### src/rtl/fifo_mac.sv
// Pops paired operands from FIFOs A and B, accumulates LEN products; FIFO_MAC_SAT_EN selects saturating accumulation.
// Latency: last pop at cycle t, final accumulate in t+1, done pulse at t+2.
// Backpressure: an empty flag on either FIFO stalls both pops; stalls only add bubbles.
module fifo_mac #(
    parameter int DATA_WIDTH = 8,
    parameter int ACC_WIDTH  = 24,
    parameter int LEN        = 8
) (
    input  logic                  clk,
    input  logic                  rst,
    input  logic                  start,
    input  logic                  a_empty,
    input  logic                  b_empty,
    input  logic [DATA_WIDTH-1:0] a_data,
    input  logic [DATA_WIDTH-1:0] b_data,
    output logic                  a_rden,
    output logic                  b_rden,
    output logic [ACC_WIDTH-1:0]  acc,
    output logic                  busy,
    output logic                  done,
    output logic                  ovf
);

    localparam int CW = $clog2(LEN + 1);
    localparam logic [CW-1:0] LEN_C = CW'(LEN);

    localparam logic [1:0] S_IDLE  = 2'd0;
    localparam logic [1:0] S_RUN   = 2'd1;
    localparam logic [1:0] S_DRAIN = 2'd2;
    localparam logic [1:0] S_DONE  = 2'd3;

    logic [1:0]              state_q, state_d;
    logic [CW-1:0]           issued_q, issued_d;
    logic [CW-1:0]           issued_inc;
    logic                    vld_q, vld_d;
    logic [ACC_WIDTH-1:0]    acc_q, acc_d;
    logic                    pop;
    logic [2*DATA_WIDTH-1:0] prod;

    // Pops are gated by rst so nothing leaves the FIFOs while the block is held in reset.
    assign pop        = (state_q == S_RUN) && !rst && !a_empty && !b_empty && (issued_q < LEN_C);
    assign issued_inc = issued_q + CW'(1);
    assign prod       = {{DATA_WIDTH{1'b0}}, a_data} * {{DATA_WIDTH{1'b0}}, b_data};

`ifdef FIFO_MAC_SAT_EN
    logic                 ovf_q, ovf_d;
    logic [ACC_WIDTH:0]   sum;

    assign sum = {1'b0, acc_q} + (ACC_WIDTH + 1)'(prod);
    assign ovf = ovf_q;
`else
    logic [ACC_WIDTH-1:0] sum;

    assign sum = acc_q + ACC_WIDTH'(prod);
    assign ovf = 1'b0;
`endif

    always_comb begin
        state_d  = state_q;
        issued_d = issued_q;
        vld_d    = pop;
        acc_d    = acc_q;
`ifdef FIFO_MAC_SAT_EN
        ovf_d    = ovf_q;
`endif

        // Read data arrives the cycle after the pop, so accumulation trails issue by one.
        if (vld_q) begin
`ifdef FIFO_MAC_SAT_EN
            if (sum[ACC_WIDTH]) begin
                acc_d = '1;
                ovf_d = 1'b1;
            end else begin
                acc_d = sum[ACC_WIDTH-1:0];
            end
`else
            acc_d = sum;
`endif
        end

        case (state_q)
            S_IDLE: begin
                if (start) begin
                    state_d  = S_RUN;
                    issued_d = '0;
                    acc_d    = '0;
`ifdef FIFO_MAC_SAT_EN
                    ovf_d    = 1'b0;
`endif
                end
            end
            S_RUN: begin
                if (pop) begin
                    issued_d = issued_inc;
                    if (issued_inc == LEN_C) begin
                        state_d = S_DRAIN;
                    end
                end
            end
            S_DRAIN: state_d = S_DONE;
            default: state_d = S_IDLE;
        endcase
    end

    always_ff @(posedge clk) begin
        if (rst) begin
            state_q  <= S_IDLE;
            issued_q <= '0;
            vld_q    <= 1'b0;
            acc_q    <= '0;
`ifdef FIFO_MAC_SAT_EN
            ovf_q    <= 1'b0;
`endif
        end else begin
            state_q  <= state_d;
            issued_q <= issued_d;
            vld_q    <= vld_d;
            acc_q    <= acc_d;
`ifdef FIFO_MAC_SAT_EN
            ovf_q    <= ovf_d;
`endif
        end
    end

    assign a_rden = pop;
    assign b_rden = pop;
    assign acc    = acc_q;
    assign busy   = (state_q == S_RUN) || (state_q == S_DRAIN);
    assign done   = (state_q == S_DONE);

endmodule

### config.mk
export PLATFORM = sky130hd
export DESIGN_NAME = fifo_mac
export DESIGN_NICKNAME = d
export VERILOG_FILES = /design/src/rtl/fifo_mac.sv
export SDC_FILE = /design/constraint.sdc
export NUM_CORES = 1
export LEC_CHECK = 0
export CAP_MARGIN = 20
export CELL_PAD_IN_SITES_DETAIL_PLACEMENT = 0
export CELL_PAD_IN_SITES_GLOBAL_PLACEMENT = 1
export CORE_MARGIN = 2
export CORE_UTILIZATION = 29
export CTS_BUF_LIST = sky130_fd_sc_hd__clkbuf_16
export DETAILED_ROUTE_END_ITERATION = 16
export GPL_TIMING_DRIVEN = 0
export PLACE_DENSITY_LB_ADDON = 0.2
export SLEW_MARGIN = 25
export SYNTH_ARGS = -nofsm -noshare
export SYNTH_HDL_FRONTEND = slang
export SYNTH_SLANG_ARGS = --single-unit
export TNS_END_PERCENT = 20
### constraint.sdc
create_clock -name clk -period 5.8 [get_ports clk]
set_input_delay 1.16 -clock clk [delete_from_list [all_inputs] [get_ports clk]]
set_output_delay 1.16 -clock clk [all_outputs]
set_load 0.01 [all_outputs]
### After elaboration in Yosys (flattened, before gate mapping)

Cells that the tools add are included.

| word-level totals | value |
|---|---|
| output and inout bits | 29 |
| memories | 0 |
| latch bits | 0 |
| bits in registers | 31 |
| memory bits (read-only) | 0 |
| bits in writable memories | 0 |

| operators by class | value |
|---|---|
| add/sub/neg operators | 2 |
| multipliers | 1 |
| bitwise gates (word level) | 0 |
| reduce and logical (&&, ||, !) cells | 12 |
| equal/unequal tests | 7 |
| divide/modulo/power cells | 0 |
| $lt $le $gt $ge | 1 |
| multiplexer cells | 10 |
| shift operators | 0 |

Operator list:

| operator | count |
|---|---|
| $mux 24 | 3 |
| $add 24x16->24 | 1 |
| $mul 8x8->16 | 1 |
| $mux 4 | 2 |
| $pmux 4 s2 | 1 |
| $mux 2 | 3 |
| $pmux 2 s3 | 1 |
| $reduce_and 3->1 | 2 |
| $add 4x1->4 const B | 1 |
| $eq 2x2->1 const B | 2 |
| $eq 4x4->1 const B | 1 |
| $logic_and 1x1->1 | 4 |
| $lt 4x4->1 const B | 1 |
| $ne 2x2->1 const B | 2 |
| $logic_not 1->1 | 3 |
| $eq 2x1->1 const B | 1 |
| $logic_not 2->1 | 1 |
| $ne 2x1->1 const B | 1 |
| $reduce_bool 2->1 | 1 |
| $logic_or 1x1->1 | 1 |

### Depth between registers and ports, before layout

| logic depth | value |
|---|---|
| depth in word-level cells | 7 |
| depth in mapped cells | 18 |
| depth with buffers taken out | 17 |

### Worst setup path before layout

Ideal clock, no wire load.

| path | value |
|---|---|
| kind | in2reg |
| from | in b_data[1] |
| to | reg acc_q[18], in the netlist acc[18] |
| slack | 737 ps |
| cell stages on the path | 16 |
| data arrival time | 4,991 ps |
| path buffers | 1 |
| cells stage by stage | clkbuf_1 -> nand2_1 -> fa_1 -> inv_1 -> fa_1 -> fa_1 -> inv_1 -> fa_1 -> inv_1 -> ha_1 -> a21oi_1 -> nand3_1 -> a221oi_2 -> a21oi_1 -> o21ai_0 -> mux2i_1 |

| on the way | value |
|---|---|
| word-level cells in the longest chain between the ends | 5 |

Ends and longest elaborated chain:

| what | RTL line | source |
|---|---|---|
| start: declaration | 15 | `input logic [DATA_WIDTH-1:0] b_data,` |
| $mul 8x8->16 (*) | 43 | `assign prod = {{DATA_WIDTH{1'b0}}, a_data} * {{DATA_WIDTH{1'b0}}, b_data};` |
| $add 24x16->24 (*) | 54 | `assign sum = acc_q + ACC_WIDTH'(prod);` |
| $mux 24 (*) | 68 | `if (vld_q) begin` |
| $mux 24 | 83 | `if (start) begin` |
| $mux 24 (*) | 81 | `case (state_q)` |
| end signal: assignment | 110 | `acc_q <= '0;` |
| end signal: assignment | 118 | `acc_q <= acc_d;` |
| end: declaration | 36 | `logic [ACC_WIDTH-1:0] acc_q, acc_d;` |

Mark *: on every way between the ends. The rest lies on a longest branch, timed or not.
A chain may end at the register's enable or synchronous reset.

### Worst setup path in the final report

| path | value |
|---|---|
| from | in a_data[0] |
| to | reg acc_q[20], in the netlist acc[20] |

| on the way | value |
|---|---|
| word-level cells in the longest chain between the ends | 5 |

Ends and longest elaborated chain:

| what | RTL line | source |
|---|---|---|
| start: declaration | 14 | `input logic [DATA_WIDTH-1:0] a_data,` |
| $mul 8x8->16 (*) | 43 |  |
| $add 24x16->24 (*) | 54 |  |
| $mux 24 (*) | 68 |  |
| $mux 24 | 83 |  |
| $mux 24 (*) | 81 |  |

Marked as above.

==> results.md <==
* Number of placed cells counting well taps at 696
* Post-DP HPWL at 7780 um
* Crit path DAT at approximately 5.7 ns
* Fin cells at a little over 700
* Drt via density at 4.39
* Family with the most delay on the worst path: adder cells
* CP most frequent cell: fa_1
* Synth top area share at 25.0%
* Initial antenna violation count at 0
* Average cell area after synthesis at roughly 8.4 um2
* Worst Path Required at 6.00 ns
* GRT Total Usage at a little over an eighth
* H-Tree Depth at 2
* Post-layout nets at roughly 640
* Clock sinks at 31
* Fillers at ~1,400
* Worst Skew at roughly 0.0029 ns
* Post-synth EDFFs at 0
* Crit-path slowest cell: fa_1
* Routability congestion estimate at around 0.8
* Share of layout cells above drive strength 1 at under 10%
* Starting Density at about 30%
* Pin count of the biggest net entering global routing at 11
* Post-DRT Antenna Nets at 0
* Num CTS Buffers at 5
* Status: finished clean
* VDD IR max at around 0.22 mV
* Count of cell types in the netlist at 42
* Area delta synth->final at 22.1%
* Yosys top cell by area: fa_1
* Power density cells at 274 mW/mm2
* Placement Setup Slack at -0.321 ns
* Reg clk slew, reported paths at roughly 0.05 ns
* RSZ-0062 raised after global routing: false
* Cells after Synth at roughly 480
* Area of the multi-input gates at about 0.003 mm2
* Die area at ~0.015 mm2
* Root buffer cell: clkbuf_16
* Final min period at roughly 5.5 ns
* Final worst slack at between 0.2 and 0.3 ns
* Slew Limit Fails at 0
* Fmax at around 0.18 GHz
* Worst skew pair latency at around 0.27 ns
* # IOs at 50
* First-pass GRT wire length at about 16,000 um
* FF+latch count, synth at 31
* Synth area leaders: fa_1, dfxtp_1, ha_1
* Buffers added on ports at 45
* Post-Syn Area at 0.00400 mm2
* Hold slack at between 0.4 and 0.5 ns
* Setup TNS at 0 ns
* Slew HR at 55.8%
* Vias in the first global route at 3,215
* Drt wl/cell at roughly 13 um
* Post-synth top flop: dfxtp_1
* Seq/Total Area, Yosys at 15.5%
* Final Cycle Share at between 90 and 100%
* R2R Setup Slk at roughly 1.4 ns
* DRC Markers at 0
* Slowest stage delay, CP at around 0.56 ns
* Reg area at approximately 620 um2
* Worst Path Max Fanout at 8
* WL final at approximately 9100 um
* Leak pwr at approximately 2.4 nW
* Critical Path Start Type: input pin
* Crit path cell chain: dlygate4sd2_1 -> nand2_1 -> fa_1 -> fa_1 -> inv_1 -> fa_1 -> inv_1 -> fa_1 -> inv_1 -> ha_1 -> a21oi_1 -> nand3_1 -> a221oi_4 -> a21oi_1 -> o21ai_0 -> mux2i_1
* Setup-failing EPs final at 0
* Total Power at about 1.3 mW
* Synth Warn # at 0
* Crit Path Class: input pin to flop
* DR iter-0 viols at a little over 90
* Min-delay worst type: flop to flop
* Site Rows at 42
* Crit. End Element: flop
* CORE AREA at about 0.013 mm2
* Total grt overflow at 0
* Chip Width at approximately 120 um
* Final Hold Viols at 0
* Max_cap viols at 0
* Buf/Inv on CP at 4
* Via count at 3,088
* Diode count at 0
* Ys async rst share at 0%
* Die Ht at approximately 120 um
* CTS tree: built
* Worst Tran Pin Value at 0.663 ns
* CTS max path bufs at 2
* Syn Nets at around 590
* First-pass DRT Iterations at 4
* Post-CTS Hold Fix Bufs at 0
## where the power goes
part | total, mW | switching, mW | leakage (nW) | internal [mW]
clock | 0.291 | 0.0911 | 0.0812 | 0.200
combinational | 0.814 | 0.470 | 2.07 | 0.344
sequential | 0.234 | 0.0103 | 0.250 | 0.224
total | 1.34 | 0.571 | 2.40 | 0.767
## layout make-up
cell class	instances	share of cell area (%)
sequential	31	12.7
clock buffer	5	2.56
inverter	99	7.60
buffer	9	0.896
tap	176	4.51
clock inverter	3	0.794
multi-input combinational	336	61.1
timing repair buffer	45	9.86
## synth_stat cells, types with 3 or more instances
cell type,instances
nor2b_1,4
inv_1,99
o21ai_0,15
a21oi_1,16
ha_1,46
nand3_1,8
nand2b_1,6
clkbuf_1,3
xnor2_1,8
mux2i_1,16
nor2_1,33
and3_1,5
nand2_1,52
dfxtp_1,31
and2_1,37
a21o_1,4
nor3_1,4
a31oi_1,3
or3_1,5
fa_1,50
## kinds of logic (layout without fill, tap and decap cells)
group	after synthesis	in the layout	share of synthesized area [%]
and+or+nand+nor	157	157	19.2
buffers and inverters	108	161	10.4
adders and majority gates	96	96	39.4
AOI/OAI and AO/OA	56	56	9.22
DFF	31	31	15.5
muxes	16	16	4.00
xor gates and xnor gates	10	10	2.19
other	1	1	0.0937
## cell usage in the layout, fill, tap and decap left out, types with 3 or more instances in the layout
cell type / synthesis / routed
inv_1: 99 / 99
nand2_1: 52 / 52
fa_1: 50 / 50
ha_1: 46 / 46
and2_1: 37 / 37
nor2_1: 33 / 33
dfxtp_1: 31 / 31
clkdlybuf4s50_1: 0 / 31
mux2i_1: 16 / 16
a21oi_1: 16 / 16
o21ai_0: 15 / 14
dlymetal6s2s_1: 0 / 13
nand3_1: 8 / 8
xnor2_1: 8 / 8
nand2b_1: 6 / 6
and3_1: 5 / 5
or3_1: 5 / 5
clkbuf_16: 0 / 5
nor2b_1: 4 / 4
a21o_1: 4 / 4
nor3_1: 4 / 4
clkbuf_1: 3 / 3
a31oi_1: 3 / 3
## registers in the layout, indices dropped and copies added (netlist names)
name      count
vld_q         1
acc          24
issued_q      4
state_q       2
## worst paths after layout
check | from | endpoint | cells after the start
min | acc[23] | acc[23] | 2
min reg2reg | acc[23] | acc[23] | 2
max | a_data[0] | acc[20] | 16
max reg2reg | acc[7] | acc[20] | 15
## layer usage
metal | share of wire (%) | GRT usage [%]
met4 | 0.37 | 2.44
met2 | 46 | 21.8
met5 | 0 | 0
met3 | 2.1 | 1.46
met1 | 51 | 19.3
## tightest hold or removal path: cells and delay by family (launching register included)
kind	cells	cell delay [ns]
AO/OA/AOI/OAI	2	0.13
flip-flops	1	0.31
## stage by stage
step	utilization (%)	area, um2
after global routing	36.6	4890
after detailed placement	35.0	4670
after CTS	36.2	4840
after global placement	35.0	4670
final	36.6	4890
after floorplan	-	4000
## what timing repair did
| item | 4_1_cts | 5_1_grt |
|---|---|---|
| gates cloned | 0 | 0 |
| gates resized for setup | 1 | 16 |
| setup buffers | 0 | 0 |
| endpoints found under the setup margin | 3 | 10 |
(Power assumes the default switching activity.)
